## src/rtl/vliw_pkg.sv

```systemverilog
// Shared definitions for the VLIW bundle packer: opcode constants, bundle
// field positions, FSM state encoding and the bundle assembly helper.
package vliw_pkg;

    localparam int BUNDLE_W = 32;

    // Scalar opcodes accepted from the op queue (passed through unchecked)
    localparam logic [7:0] OP_ADD = 8'h00;
    localparam logic [7:0] OP_SUB = 8'h01;
    localparam logic [7:0] OP_AND = 8'h02;
    localparam logic [7:0] OP_OR  = 8'h03;
    localparam logic [7:0] OP_XOR = 8'h04;
    localparam logic [7:0] OP_NOT = 8'h05;

    // Bundle field positions; bits [7:0] are reserved and always zero
    localparam int OPA_HI  = 31;
    localparam int OPA_LO  = 24;
    localparam int OPB_HI  = 23;
    localparam int OPB_LO  = 16;
    localparam int DSTA_HI = 15;
    localparam int DSTA_LO = 12;
    localparam int DSTB_HI = 11;
    localparam int DSTB_LO = 8;

    // IDLE: nothing held, HOLD: slot A occupied, EMIT: bundle register full
    typedef enum logic [1:0] {
        IDLE = 2'd0,
        HOLD = 2'd1,
        EMIT = 2'd2
    } state_t;

    // Assemble a bundle word; a single-issue bundle passes slot A twice
    function automatic logic [BUNDLE_W-1:0] make_bundle(
        input logic [7:0] code_a,
        input logic [7:0] code_b,
        input logic [3:0] dst_a,
        input logic [3:0] dst_b
    );
        logic [BUNDLE_W-1:0] w_word;
        w_word                  = '0;
        w_word[OPA_HI:OPA_LO]   = code_a;
        w_word[OPB_HI:OPB_LO]   = code_b;
        w_word[DSTA_HI:DSTA_LO] = dst_a;
        w_word[DSTB_HI:DSTB_LO] = dst_b;
        return w_word;
    endfunction

endpackage

```

## src/rtl/vliw_hold_timer.sv

```systemverilog
// Hold timer for slot A: saturating cycle counter with synchronous clear and
// a timeout flag raised on the last allowed waiting cycle.
// HOLD_TIMEOUT = 0 disables the timeout (slot A waits forever).
module vliw_hold_timer #(
    parameter int HOLD_TIMEOUT = 16
) (
    input  logic clk,
    input  logic rst_n,
    input  logic i_clear,
    input  logic i_inc,
    output logic o_timeout
);

    localparam int TMR_W = (HOLD_TIMEOUT < 2) ? 1 : $clog2(HOLD_TIMEOUT);

    logic [TMR_W-1:0] r_count;

    // Count waiting cycles, clear on request, hold at all-ones
    always_ff @(posedge clk or negedge rst_n) begin
        // NOTE: non-blocking assignments keep every flop sampling pre-edge values.
        if (!rst_n) begin
            r_count <= '0;
        end else if (i_clear) begin
            r_count <= '0;
        end else if (i_inc && (r_count != '1)) begin
            r_count <= r_count + TMR_W'(1);
        end
    end

    generate
        if (HOLD_TIMEOUT == 0) begin : g_no_timeout
            assign o_timeout = 1'b0;
        end else begin : g_timeout
            assign o_timeout = (r_count == TMR_W'(HOLD_TIMEOUT - 1));
        end
    endgenerate

endmodule

```

## src/rtl/vliw_bundle_packer.sv

```systemverilog
// VLIW bundle packer: pairs scalar ops into 32-bit dual-issue bundles for the
// dual-ALU core. A WAW conflict, flush or hold timeout emits slot A alone as a
// single-issue bundle (slot B duplicates slot A).
// Optional feature macro: VLIW_PACK_STATS_EN builds the pair/single counters;
// without it the stat ports are tied to zero.
module vliw_bundle_packer
    import vliw_pkg::*;
#(
    parameter int HOLD_TIMEOUT = 16,
    parameter int CNT_W        = 16
) (
    input  logic                clk,
    input  logic                rst_n,
    input  logic                op_valid,
    output logic                op_ready,
    input  logic [7:0]          op_code,
    input  logic [3:0]          op_dst,
    input  logic                flush,
    output logic                bundle_valid,
    input  logic                bundle_ready,
    output logic [BUNDLE_W-1:0] bundle,
    output logic [CNT_W-1:0]    stat_pairs,
    output logic [CNT_W-1:0]    stat_singles
);

    state_t              r_state;
    state_t              w_state_nxt;
    logic [7:0]          r_a_code;
    logic [7:0]          w_a_code_nxt;
    logic [3:0]          r_a_dst;
    logic [3:0]          w_a_dst_nxt;
    logic                r_pending;
    logic                w_pending_nxt;
    logic [BUNDLE_W-1:0] r_bundle;
    logic [BUNDLE_W-1:0] w_bundle_nxt;

    logic w_op_fire;
    logic w_timeout;
    logic w_tmr_inc;

    // Ready depends on state only, so there is no op_valid -> op_ready path
    assign op_ready     = (r_state != EMIT);
    assign bundle_valid = (r_state == EMIT);
    assign bundle       = r_bundle;
    assign w_op_fire    = op_valid & op_ready;

    // Timer runs only while slot A waits without a partner arriving
    assign w_tmr_inc = (r_state == HOLD) && !w_op_fire;

    vliw_hold_timer #(
        .HOLD_TIMEOUT(HOLD_TIMEOUT)
    ) u_hold_timer (
        .clk      (clk),
        .rst_n    (rst_n),
        .i_clear  (!w_tmr_inc),
        .i_inc    (w_tmr_inc),
        .o_timeout(w_timeout)
    );

    // Next-state and next-datapath decode for the packing FSM
    always_comb begin
        // NOTE: every output gets a default first so no path can infer a latch.
        w_state_nxt   = r_state;
        w_a_code_nxt  = r_a_code;
        w_a_dst_nxt   = r_a_dst;
        w_pending_nxt = r_pending;
        w_bundle_nxt  = r_bundle;

        case (r_state)
            IDLE: begin
                if (w_op_fire) begin
                    w_a_code_nxt = op_code;
                    w_a_dst_nxt  = op_dst;
                    w_state_nxt  = HOLD;
                end
            end
            HOLD: begin
                if (w_op_fire) begin
                    if (op_dst != r_a_dst) begin
                        w_bundle_nxt  = make_bundle(r_a_code, op_code, r_a_dst, op_dst);
                        w_pending_nxt = 1'b0;
                    end else begin
                        // WAW: issue A alone, B waits in slot A for its own partner
                        w_bundle_nxt  = make_bundle(r_a_code, r_a_code, r_a_dst, r_a_dst);
                        w_a_code_nxt  = op_code;
                        w_a_dst_nxt   = op_dst;
                        w_pending_nxt = 1'b1;
                    end
                    w_state_nxt = EMIT;
                end else if (flush || w_timeout) begin
                    w_bundle_nxt  = make_bundle(r_a_code, r_a_code, r_a_dst, r_a_dst);
                    w_pending_nxt = 1'b0;
                    w_state_nxt   = EMIT;
                end
            end
            EMIT: begin
                if (bundle_ready) begin
                    w_state_nxt   = r_pending ? HOLD : IDLE;
                    w_pending_nxt = 1'b0;
                end
            end
            default: begin
                w_state_nxt = IDLE;
            end
        endcase
    end

    // State and datapath registers; reset discards any held op
    always_ff @(posedge clk or negedge rst_n) begin
        if (!rst_n) begin
            r_state   <= IDLE;
            r_a_code  <= '0;
            r_a_dst   <= '0;
            r_pending <= 1'b0;
            r_bundle  <= '0;
        end else begin
            r_state   <= w_state_nxt;
            r_a_code  <= w_a_code_nxt;
            r_a_dst   <= w_a_dst_nxt;
            r_pending <= w_pending_nxt;
            r_bundle  <= w_bundle_nxt;
        end
    end

`ifdef VLIW_PACK_STATS_EN
    logic [CNT_W-1:0] r_stat_pairs;
    logic [CNT_W-1:0] r_stat_singles;
    logic             w_out_fire;
    logic             w_is_pair;

    assign w_out_fire = bundle_valid & bundle_ready;
    // A pair always has distinct destinations; a single duplicates slot A
    assign w_is_pair  = (r_bundle[DSTA_HI:DSTA_LO] != r_bundle[DSTB_HI:DSTB_LO]);

    // Saturating counters of consumed dual- and single-issue bundles
    always_ff @(posedge clk or negedge rst_n) begin
        if (!rst_n) begin
            r_stat_pairs   <= '0;
            r_stat_singles <= '0;
        end else if (w_out_fire) begin
            if (w_is_pair && (r_stat_pairs != '1)) begin
                r_stat_pairs <= r_stat_pairs + CNT_W'(1);
            end
            if (!w_is_pair && (r_stat_singles != '1)) begin
                r_stat_singles <= r_stat_singles + CNT_W'(1);
            end
        end
    end

    assign stat_pairs   = r_stat_pairs;
    assign stat_singles = r_stat_singles;
`else
    assign stat_pairs   = '0;
    assign stat_singles = '0;
`endif

endmodule

```

## config.mk

```make
export PLATFORM = sky130hd
export DESIGN_NAME = vliw_bundle_packer
export DESIGN_NICKNAME = d
export VERILOG_FILES = /design/src/rtl/vliw_pkg.sv /design/src/rtl/vliw_hold_timer.sv /design/src/rtl/vliw_bundle_packer.sv
export SDC_FILE = /design/constraint.sdc
export NUM_CORES = 1
export LEC_CHECK = 0
export BUFFER_PORTS_ARGS = -buffer_cell sky130_fd_sc_hd__buf_2
export CAP_MARGIN = 20
export CORE_ASPECT_RATIO = 1.5
export CORE_MARGIN = 10
export CORE_UTILIZATION = 45
export CTS_CLUSTER_DIAMETER = 100
export DETAILED_ROUTE_END_ITERATION = 8
export PLACE_DENSITY_LB_ADDON = 0.3
export SLEW_MARGIN = 20
export SYNTH_ARGS = -nofsm -noshare
export SYNTH_HDL_FRONTEND = slang
export SYNTH_SLANG_ARGS = --single-unit
```

## constraint.sdc

```tcl
create_clock -name clk -period 2.1 [get_ports clk]
set_input_delay 0.42 -clock clk [delete_from_list [all_inputs] [get_ports clk]]
set_output_delay 0.42 -clock clk [all_outputs]
set_load 0.01 [all_outputs]
```

Word level (Yosys, flattened, before mapping)

Cells that the tools add are included.

Register bits after elaboration: 51
Bits of input ports: 17
Output and inout port bits: 66
Word-level logic and storage cells: 56

$add $sub $neg: 1
Eq/ne operators: 12
Multiplexer cells: 24
Bitwise logic cells: 1
Reductions and logical operators: 12

Operators by type and width:

| kind                | number |
|---|---|
| $mux 32             | 2 |
| $mux 24             | 1 |
| $mux 8              | 3 |
| $mux 4              | 5 |
| $pmux 8 s2          | 1 |
| $ne 2x2->1 const B  | 5 |
| $mux 2              | 4 |
| $pmux 4 s2          | 1 |
| $pmux 2 s3          | 1 |
| $reduce_and 3->1    | 2 |
| $reduce_bool 2->1   | 3 |
| $mux 1              | 5 |
| $add 4x1->4 const B | 1 |
| $eq 4x4->1 const B  | 1 |
| $ne 4x4->1          | 1 |
| $ne 4x4->1 const B  | 1 |
| $reduce_and 4->1    | 1 |
| $ne 3x2->1 const B  | 1 |
| $eq 2x1->1 const B  | 1 |
| $eq 2x2->1 const B  | 1 |
| $logic_and 1x1->1   | 2 |
| $logic_not 2->1     | 1 |
| $ne 2x1->1 const B  | 1 |
| $pmux 1 s2          | 1 |
| 4 further kinds     | 4 |

Logic depth before layout (Yosys ltp)

Gate-level depths: netlist (run 1).

Depth after elaboration: 7
Mapped depth: 8
Mapped depth without buffers: 6

Cells and area by module

Synthesis (run 1) repeated with hierarchy kept, for this count alone.

Cell total of the unflattened synthesis: 277
Area, all modules: 2,742.6 um2

Modules (own cells, without submodules):

| module             | times used | cells each | area each (um2) | seq. area each (um2) |
|---|---|---|---|---|
| vliw_bundle_packer | 1          | 257        | 2,513.7         | 975.9 |
| vliw_hold_timer    | 1          | 20         | 229.0           | 100.1 |

Worst setup path after synthesis (run 1)

OpenSTA, ideal clock, no wires.

Path kind: flip-flop to flip-flop
Start point: register r_state[0]
End point: register r_bundle[26], in the netlist bundle[26]
Library setup time: 0.125 ns
Arrival time: 1.930 ns
Data required time: 1.975 ns
Slack: 0.046 ns
Stages on the path, launching flop included: 8
Buffers on the path: 2
Period minus slack after synthesis: 2.054 ns
Path through: dfrtp_1 -> inv_1 -> ha_1 -> nor2b_1 -> clkbuf_1 -> o21ai_2 -> buf_2 -> mux2_2

Longest elaborated chain between the ends: 4

Ends and longest elaborated chain:

| what                        | RTL line                  | source |
|---|---|---|
| start: declaration          | vliw_bundle_packer.sv:26  | `state_t r_state;` |
| start signal: assignment    | vliw_bundle_packer.sv:117 | `r_state <= w_state_nxt;` |
| $ne 2x2->1                  | vliw_bundle_packer.sv:42  | `assign op_ready = (r_state != EMIT);` |
| $and 1x1->1                 | vliw_bundle_packer.sv:45  | `assign w_op_fire = op_valid & op_ready;` |
| $reduce_bool 2->1 (no line) | -                         |  |
| $reduce_and 2->1 (no line)  | -                         |  |
| end signal: assignment      | vliw_bundle_packer.sv:121 | `r_bundle <= w_bundle_nxt;` |
| end: declaration            | vliw_bundle_packer.sv:34  | `logic [BUNDLE_W-1:0] r_bundle;` |

Several ways; a longest one is shown, not always the timed one.
A chain may end at the register's enable or synchronous reset.

Worst setup path in the final report (run 1)

Start point: register r_state[0]
End point: register r_bundle[17], in the netlist bundle[17]

Same word-level chain as after synthesis.

==> run metrics, run 1 <==
clock sink count between 40 and 50; PortBufs 42; # rows 33; crit path kind flop to flop; initial antenna violation count 0; switching share of total power 0.409; Crit path max-delay family buffers and inverters; clock slew at reported path FFs ~80 ps; DR iter-0 viols just under 90; TritonRoute pass-1 iters 7; main combinational cell family by area after synthesis buffers and inverters; die area 9070 um2; Critical-path top delay cell dfrtp_1; post-synth cell types 33; top cells by area, synth dfrtp_1, buf_4, mux2_2; CTS tree yes; Slew Limit Fails 0; final period utilization 0.916; commonest non-fill, non-tap cell in the layout dfrtp_1; unrepaired setup endpoints after global routing false; r2r startpoint r_state[0]; post-CTS repair timing setup buffer count 0; min cycle time layout just under 2000 ps; #FFs+latches synth 43; adder-cell area share of the yosys netlist 0.0297; final hold viol count 0; # fillers about 540; Min-Delay Path Class input pin to asynchronous set/reset pin; Ys Warns 0; CP max FO 8; sequential share of the synthesized area 0.426; ys async rst share 1.00; Die Y 112 um; Register Area 1080 um2; Min Hold Slack roughly 82 ps; largest area contributor in the netlist dfrtp_1; syn avg cell area 9.94 um2; DPL Wire Length 4480 um; Crit path arrival time 2120 ps; Slew HR 0.592; GRT Total Usage 0.136; sw power 1.65 mW; worst path bufs/invs 3; Clk pwr share 0.144; H-tree depth 2; CP startpoint r_state[0]; DRC 0; max incr delay on CP around 420 ps; Die Span X 81.2 um; Compound-Gate Fraction of Synth Area 0.128; critical path, cell by cell inv_1 -> ha_1 -> nor2b_1 -> buf_4 -> o41ai_4 -> buf_4 -> mux2i_1 -> o21ai_1; Pint approximately 2.4 mW; Initial Util 0.463; post-synthesis mux area share 0.110; status finished, final reports clean; commonest non-fill, non-tap cells in the layout dfrtp_1, buf_2, conb_1, nand2_1, nand3_1; post-DR wirelength/cell 16.3 um; post-cts resize count 0; Worst Setup End Kind flop; CTS Buffer Depth 2; layout cells sized above 1 0.262; vias in the first global route between 2k and 2.5k; nets 323; Synth top area share 0.426; Mapped Cells about 250; Final GP Congestion 0.749; hold_buf cts 0; Core Region roughly 5500 um2; Vias about 1.9k; IO Count 83; Worst EP required between 2000 and 2500 ps; CTS buffer count 5; Flop pwr share 0.367; clk root buf clkbuf_8; grt ovf 0; Vias/cell between 5 and 6; Peak supply drop ~0.55 mV; Routed Antenna Nets 0; PD cells between 1000 and 1500 nW/um2; setup TNS 0 ps; largest net degree at the start of global routing between 40 and 50; layout overhead on the synthesized area 11.9%; Post-Synth XOR/XNOR Area 0.0173; Max Clock Skew ~7.4 ps; max-cap viol count 0; first-pass GRT wire length about 9900 um; fin util 0.519; Leak between 1 and 1.5 nW; routed wire length roughly 6000 um; Multi-input gate area around 1200 um2; Final Setup Violations 0; Comb pwr share 0.488; fmax approximately 0.52 GHz; Post-Synthesis Cell Area 2520 um2; Startpoint Class flop; Worst-Skew Late Latency roughly 300 ps; Main synth FF type dfrtp_1; Slew @ Worst Pin 612 ps; Synth Area in Simple Gates 0.142; number of diodes 0; number of synthesized flops with an enable pin 0; most frequent CP cell buf_4
==> sequential cells by signal, summed over array words and instances, names as in the netlist <==
name / flops
bundle: 24
u_hold_timer.r_count: 4
r_a_dst: 4
r_a_code: 8
r_pending: 1
r_state: 2
==> path summary, 6_finish.rpt <==
check / to / slack, ps / cells past startpoint
min reg2reg: bundle[10] / 480 / 2
max: bundle[17] / 180 / 8
min in group clk: r_a_code[3] / 390 / 3
max in group asynchronous: bundle[25] / 1800 / 2
max reg2reg: bundle[17] / 180 / 8
min: r_pending / 80 / 2
==> synthesized netlist by cell type, types with 2 or more instances <==
master    count
nand2_1      29
a21o_1       12
nor3_1        2
nand2b_1      2
xor2_1        4
nand3b_1      3
buf_4        40
nand4_1      12
a22oi_1      12
o21ai_1       8
nor2b_1       2
ha_1          6
inv_1         3
mux2_2       13
nor3b_1       2
clkbuf_1     11
o21ai_0       4
mux2i_1      13
buf_2         3
dfrtp_1      43
nand3_1      14
nor2_1        5
==> metal layers <==
layer	track usage	wire [um]	vias to the layer above
met5	0	0	-
met4	0.0406	52	0
met3	0.0411	393	4
li1	-	-	908
met1	0.154	2400	947
met2	0.235	3220	60
==> metrics by stage <==
| step | cells | power [mW] | worst slack [ps] | instance area [um2] |
|---|---|---|---|---|
| CTS | 371 | 4.09 | 38.2 | 2820 |
| global placement | 363 | 3.44 | 141 | 2720 |
| finish | 371 | 4.04 | 176 | 2830 |
| detailed placement | 363 | 3.50 | 55.0 | 2720 |
| floorplan | 293 | 2.84 | 45.6 | 2670 |
| global route | 371 | 4.38 | 34.6 | 2830 |
==> final cells by class <==
type                    count  area share
clock buffers               8      0.0354
flip-flops and latches     43       0.381
inverters                   3     0.00398
multi-input cells         193       0.438
well taps                  70      0.0310
repair buffers             54       0.111
==> power groups by stage <==
| stage | combinational, mW | sequential, mW | clock, mW |
|---|---|---|---|
| 2_1_floorplan | 1.28 | 1.55 | 0 |
| 3_3_place_gp | 1.94 | 1.49 | 0 |
| 3_5_place_dp | 2.00 | 1.50 | 0 |
| 4_1_cts | 2.01 | 1.49 | 0.595 |
| 5_1_grt | 2.21 | 1.53 | 0.639 |
| 6_report | 1.97 | 1.48 | 0.583 |
==> cell families after synthesis <==
group           count (synthesis)
mux                            26
compound gates                 44
buf+inv                        57
fa+ha+maj                       6
simple gates                   72
other cells                     1
flops                          43
xor+xnor                        5
==> worst register-to-register path, cell delays in order (launching register included) <==
cell     delay [ps]
dfrtp_1         420
inv_1            80
ha_1            270
nor2b_1         270
buf_4           210
o41ai_4          70
buf_4           210
mux2i_1         190
o21ai_1          90
Note: power is estimated with default switching activity, not from simulation.
==> inputs of run 2 (changes only) <==
--- a/config.mk
+++ b/config.mk
@@ -11,7 +11,8 @@
 export CORE_MARGIN = 10
 export CORE_UTILIZATION = 45
+export CTS_BUF_LIST = sky130_fd_sc_hd__clkbuf_8
 export CTS_CLUSTER_DIAMETER = 100
 export DETAILED_ROUTE_END_ITERATION = 8
-export PLACE_DENSITY_LB_ADDON = 0.3
+export PLACE_DENSITY = 0.75
 export SLEW_MARGIN = 20
 export SYNTH_ARGS = -nofsm -noshare
==> constraint.sdc (replaced) <==
create_clock -name clk -period 2.1 [get_ports clk]
set_input_delay 0.42 -clock clk [delete_from_list [all_inputs] [get_ports clk]]
set_output_delay 0.42 -clock clk [all_outputs]
set_load 0.05 [all_outputs]
==> run 2 against run 1 <==
Non-clock buffer count shrank 1. Hold slack better by 120 ps. Wire length decreased by 3.0%. Flip-flop and latch count stayed put. Via count shrank 0.73%. Final cell count fell by 0.27%. First-iteration DRC count decreased by 10%. Register-to-register slack lost 30 ps. Critical path type unchanged. Largest power group unchanged.
==> run metrics, run 2 (synthesized netlist as in run 1, its figures left out) <==
Die Span X 81.2 um (unchanged); post-DR wirelength/cell 15.9 um (-2.8%); commonest non-fill, non-tap cell in the layout dfrtp_1; DR iter-0 viols 78 (-10%); vias in the first global route 1971 (-3.4%); IO Count 83 (unchanged); first-pass GRT wire length 9560 um (-3.5%); Slew HR 0.474 (-0.118); Leak 1.41 nW (+0.17%); CP max FO 5 (-3); initial antenna violation count 0 (unchanged); # fillers 528 (-2.4%); Worst-Skew Late Latency 290 ps (about the same); commonest non-fill, non-tap cells in the layout dfrtp_1, buf_2, conb_1, nand2_1, nand3_1; max-cap viol count 0 (unchanged); Routed Antenna Nets 0 (unchanged); PD cells 1730 nW/um2 (+21%); Vias/cell 5.15 (-0.46%); # rows 33 (unchanged); DPL Wire Length 4440 um (-0.95%); min cycle time layout 1960 ps (+34.5 ps); unrepaired setup endpoints after global routing false; status finished, final reports clean; clk root buf clkbuf_8; largest net degree at the start of global routing 37 (-16%); GRT Total Usage 0.129 (-0.00695); Largest register FFs 24 (unchanged); Final GP Congestion 0.764 (+2.0%); TritonRoute pass-1 iters 4 (-3); Slew @ Worst Pin 789 ps (+178 ps); number of diodes 0 (unchanged); Max Clock Skew 3.19 ps (-4.25 ps); crit path kind flop to flop; routed wire length 5880 um (-3.0%); CTS Buffer Depth 2 (unchanged); Worst EP required 2280 ps (about the same); Final Non-Filler Cells 370 (-0.27%); Vias 1905 (-0.73%); final hold viol count 0 (unchanged); layout overhead on the synthesized area 12.1%; Final Setup Violations 0 (unchanged); CTS buffer count 5 (unchanged); Core Region 5450 um2 (unchanged); final period utilization 0.933 (+0.0164); Slew Limit Fails 0 (unchanged); setup TNS 0 ps (unchanged); Worst Setup End Kind flop; Crit path arrival time 2140 ps (+20 ps); Startpoint Class flop; nets 322 (-0.31%); Die Y 112 um (unchanged); die area 9070 um2 (unchanged); Initial Util 0.463 (unchanged); layout cells sized above 1 0.263 (+0.000875); PortBufs 42 (unchanged); DP Cell Count 362 (-0.28%); fmax 0.510 GHz (-1.8%); grt ovf 0 (unchanged); H-tree depth 2 (unchanged); Min-Delay Path Class input pin to asynchronous set/reset pin; CTS tree yes; Peak supply drop 0.914 mV (+66%); clock sink count 43 (unchanged); DRC 0 (unchanged); clock slew at reported path FFs 80 ps (about the same)
-- run 2: changes by cell type in the layout (fill, tap and decap cells not counted) --
cell,change
ha_4,+1
inv_1,+1
ha_1,-1
clkbuf_1,-1
buf_4,-1
-- run 2: where the power goes --
group	leakage [nW]	internal, mW	total, mW	switching [mW]
Clock	0.0557	0.295	0.567	0.271
Combinational	0.852	0.892	2.85	1.96
Sequential	0.507	1.20	1.49	0.281
-- run 2: final timing paths --
kind                                         startpoint     endpoint  slack [ps]  cells past startpoint
worst max-delay path            u_hold_timer.r_count[0]   r_state[1]         140                      5
worst min-delay path                              rst_n   bundle[30]         200                      1
worst max register to register  u_hold_timer.r_count[0]   r_state[1]         140                      5
worst min register to register               bundle[19]   bundle[19]         480                      2
max in group asynchronous                         rst_n   bundle[18]        1310                      2
min in group clk                             op_code[2]  r_a_code[2]         400                      3
-- run 2: worst max-delay path, cell delays in order (launching register included) --
cell	delay, ps
dfrtp_1	420
ha_1	270
a31o_2	250
nor3b_1	340
nand3b_1	210
mux2_2	350
-- run 2: cell type report --
type | instances | area, um2 | share of cell area
Multi-Input combinational cell | 193 | 1250 | 0.442
Inverter | 3 | 11.3 | 0.00398
Clock inverter | 1 | 3.75 | 0.00133
Sequential cell | 43 | 1080 | 0.380
Clock buffer | 7 | 96.3 | 0.0340
Tap cell | 70 | 87.6 | 0.0309
Timing Repair Buffer | 53 | 305 | 0.108
-- run 2: timing repair --
action,CTS,global route
setup endpoints to repair,0,12
gates resized for setup,0,1
setup buffers,0,0
hold buffers,0,0
-- run 2: through the flow --
| stage | setup slack (ps) | power [mW] | hold WS (ps) | area [um2] | utilization |
|---|---|---|---|---|---|
| 4_1_cts | 104 | 4.95 | 233 | 2830 | 0.519 |
| 2_1_floorplan | 16.9 | 3.71 | 124 | 2680 | - |
| 6_report | 141 | 4.91 | 205 | 2830 | 0.520 |
| 3_3_place_gp | 168 | 4.30 | 463 | 2730 | 0.501 |
| 3_5_place_dp | 120 | 4.37 | 474 | 2730 | 0.501 |
| 5_1_grt | 38.0 | 5.22 | 261 | 2830 | 0.520 |
-- run 2: per-layer routing --
layer	track usage	vias to the layer above	share of wire
met5	0	-	0
met4	0.0417	0	0.0090
met3	0.0338	6	0.068
met2	0.232	54	0.53
met1	0.139	938	0.39
li1	-	907	-
==> inputs of run 3 (changes only) <==
Clock period 2.1 ns to 1.8 ns, I/O delays scaled along.
==> run 3 against run 2 <==
Setup slack got worse by 82 ps. First-iteration DRC count is 47% higher. Largest cell class unchanged. Critical path type unchanged. Combinational power grew 28%. Wire length rose by 5.2%. Non-clock buffer count up 15. Clock skew up 6.5 ps. Clock-buffer cell count is 2 lower. Core utilization is 3.7 points higher.
==> run metrics, run 3 (synthesized netlist as in run 1, its figures left out) <==
Min Hold Slack 341 ps (+136 ps); Final Non-Filler Cells 385 (+4.1%); Critical-path top delay cell dfrtp_1; critical path, cell by cell inv_2 -> ha_4 -> nor2b_2 -> buf_4 -> o21ai_4 -> clkbuf_16 -> mux2_4; Die Y 112 um (unchanged); R2R setup slack 60 ps (-80 ps); WHS Endpoint r_a_code[2]; layout overhead on the synthesized area 20.2%; largest net degree at the start of global routing 37 (unchanged); Slew Limit Fails 0 (unchanged); layout cells sized above 1 0.308 (+0.0446); Crit path max-delay family buffers and inverters; Worst EP required 1980 ps (-300 ps); Peak supply drop 1.01 mV (+10%); Final Setup Violations 0 (unchanged); DR iter-0 viols 115 (+47%); Min-Delay Path Class input pin to flop; routed wire length 6180 um (+5.2%); DRC 0 (unchanged); Final GP Congestion 0.828 (+8.4%); Largest register FFs 24 (unchanged); Multi-input gate area 1300 um2 (+4.2%); Vias/cell 5.14 (-0.11%); CP startpoint r_state[0]; cells on worst reg2reg path 7 (+2); Worst-Skew Late Latency 290 ps (about the same); first-pass GRT wire length 9660 um (+1.0%); clk root buf clkbuf_8; initial antenna violation count 0 (unchanged); clock slew at reported path FFs 80 ps (about the same); Startpoint Class flop; vias in the first global route 2073 (+5.2%); post-DR wirelength/cell 16.1 um (+1.1%); H-tree depth 2 (unchanged); DPL Wire Length 4520 um (+1.8%); CP max FO 9 (+4); worst path bufs/invs 3 (+3); max-cap viol count 0 (unchanged); Vias 1980 (+3.9%); nets 337 (+4.7%); commonest non-fill, non-tap cell in the layout dfrtp_1; final period utilization 0.967 (+0.0342); die area 9070 um2 (unchanged); Routed Antenna Nets 0 (unchanged); Initial Util 0.463 (unchanged); crit path kind flop to flop; CTS Buffer Depth 2 (unchanged); # rows 33 (unchanged); Register Area 1080 um2 (unchanged); max incr delay on CP 420 ps (about the same); IO Count 83 (unchanged); final hold viol count 0 (unchanged); fin util 0.557 (+0.0374); Leak 1.54 nW (+8.7%); CTS tree yes; CTS buffer count 5 (unchanged); r2r startpoint r_state[0]; Die Span X 81.2 um (unchanged); PortBufs 42 (unchanged); Worst Setup End Kind flop; Max Clock Skew 9.65 ps (+6.46 ps); # fillers 516 (-2.3%); DP Cell Count 373 (+3.0%); commonest non-fill, non-tap cells in the layout dfrtp_1, buf_2, conb_1, nand2_1, buf_4; fmax 0.574 GHz (+13%); GRT Total Usage 0.130 (+0.000809); reg2reg end bundle[28]; min cycle time layout 1740 ps (-218 ps); number of diodes 0 (unchanged); status finished, final reports clean; Core Region 5450 um2 (unchanged); grt ovf 0 (unchanged); clock sink count 43 (unchanged); Crit path arrival time 1920 ps (-220 ps); PD cells 1960 nW/um2 (+13%); TritonRoute pass-1 iters 5 (+1); min-delay src op_code[2]; Hold Crit Depth 3
==> run 3: cell types whose count changed in the layout (fill, tap and decap cells not counted), moves of 2 or more <==
cell	change
mux2_2	-5
buf_4	+10
clkbuf_16	+2
clkbuf_8	-2
mux2_4	+5
==> run 3: where the power goes <==
part | switching (mW) | internal [mW]
Combinational | 2.37 | 1.28
Sequential | 0.327 | 1.41
Clock | 0.324 | 0.261
==> run 3: cell type report <==
type / count / share of cell area
inverter: 3 / 0.00371
clock inverter: 3 / 0.00412
sequential: 43 / 0.354
multi-input combinational: 193 / 0.430
clock buffer: 5 / 0.0227
tap: 70 / 0.0289
timing repair buffer: 68 / 0.157
==> run 3: what timing repair did <==
action	CTS	global route
cloned	0	2
hold endpoints to repair	12	0
hold buffers	1	0
setup buffers	0	1
resized for setup	1	10
setup endpoints to repair	12	19
==> run 3: tightest hold or removal path, cell delays in order <==
cell	delay [ps]
buf_2	100
a22oi_1	60
nand3_1	80
==> run 3: worst max-delay path by stage <==
stage	end	slack [ps]	cells after the start
4_1_cts	r_state[1]	40	7
5_1_grt	bundle[12]	-8	7
3_3_place_gp	r_a_dst[3]	-40	6
3_5_place_dp	r_a_dst[0]	-170	6
2_1_floorplan	r_state[1]	-50	6
6_report	bundle[28]	60	7
==> run 3: per-stage QoR <==
| stage | power [mW] | instance area (um2) | setup slack (ps) | setup TNS [ps] |
|---|---|---|---|---|
| after floorplan | 4.39 | 2710 | -47.7 | -224 |
| after global placement | 5.16 | 2840 | -38.2 | -400 |
| after detailed placement | 5.24 | 2840 | -169 | -1570 |
| after CTS | 5.84 | 2940 | 36.7 | 0 |
| after global routing | 6.38 | 3040 | -7.54 | -35.4 |
| final | 5.96 | 3040 | 59.3 | 0 |
==> run 3: layer usage <==
| layer | share of wire | up-vias | wire length (um) | track usage |
|---|---|---|---|---|
| met5 | 0 | - | 0 | 0 |
| met4 | 0.0091 | 0 | 56 | 0.0359 |
| met3 | 0.093 | 7 | 577 | 0.0443 |
| met2 | 0.51 | 82 | 3140 | 0.221 |
| met1 | 0.39 | 957 | 2410 | 0.148 |
| li1 | - | 934 | - | - |
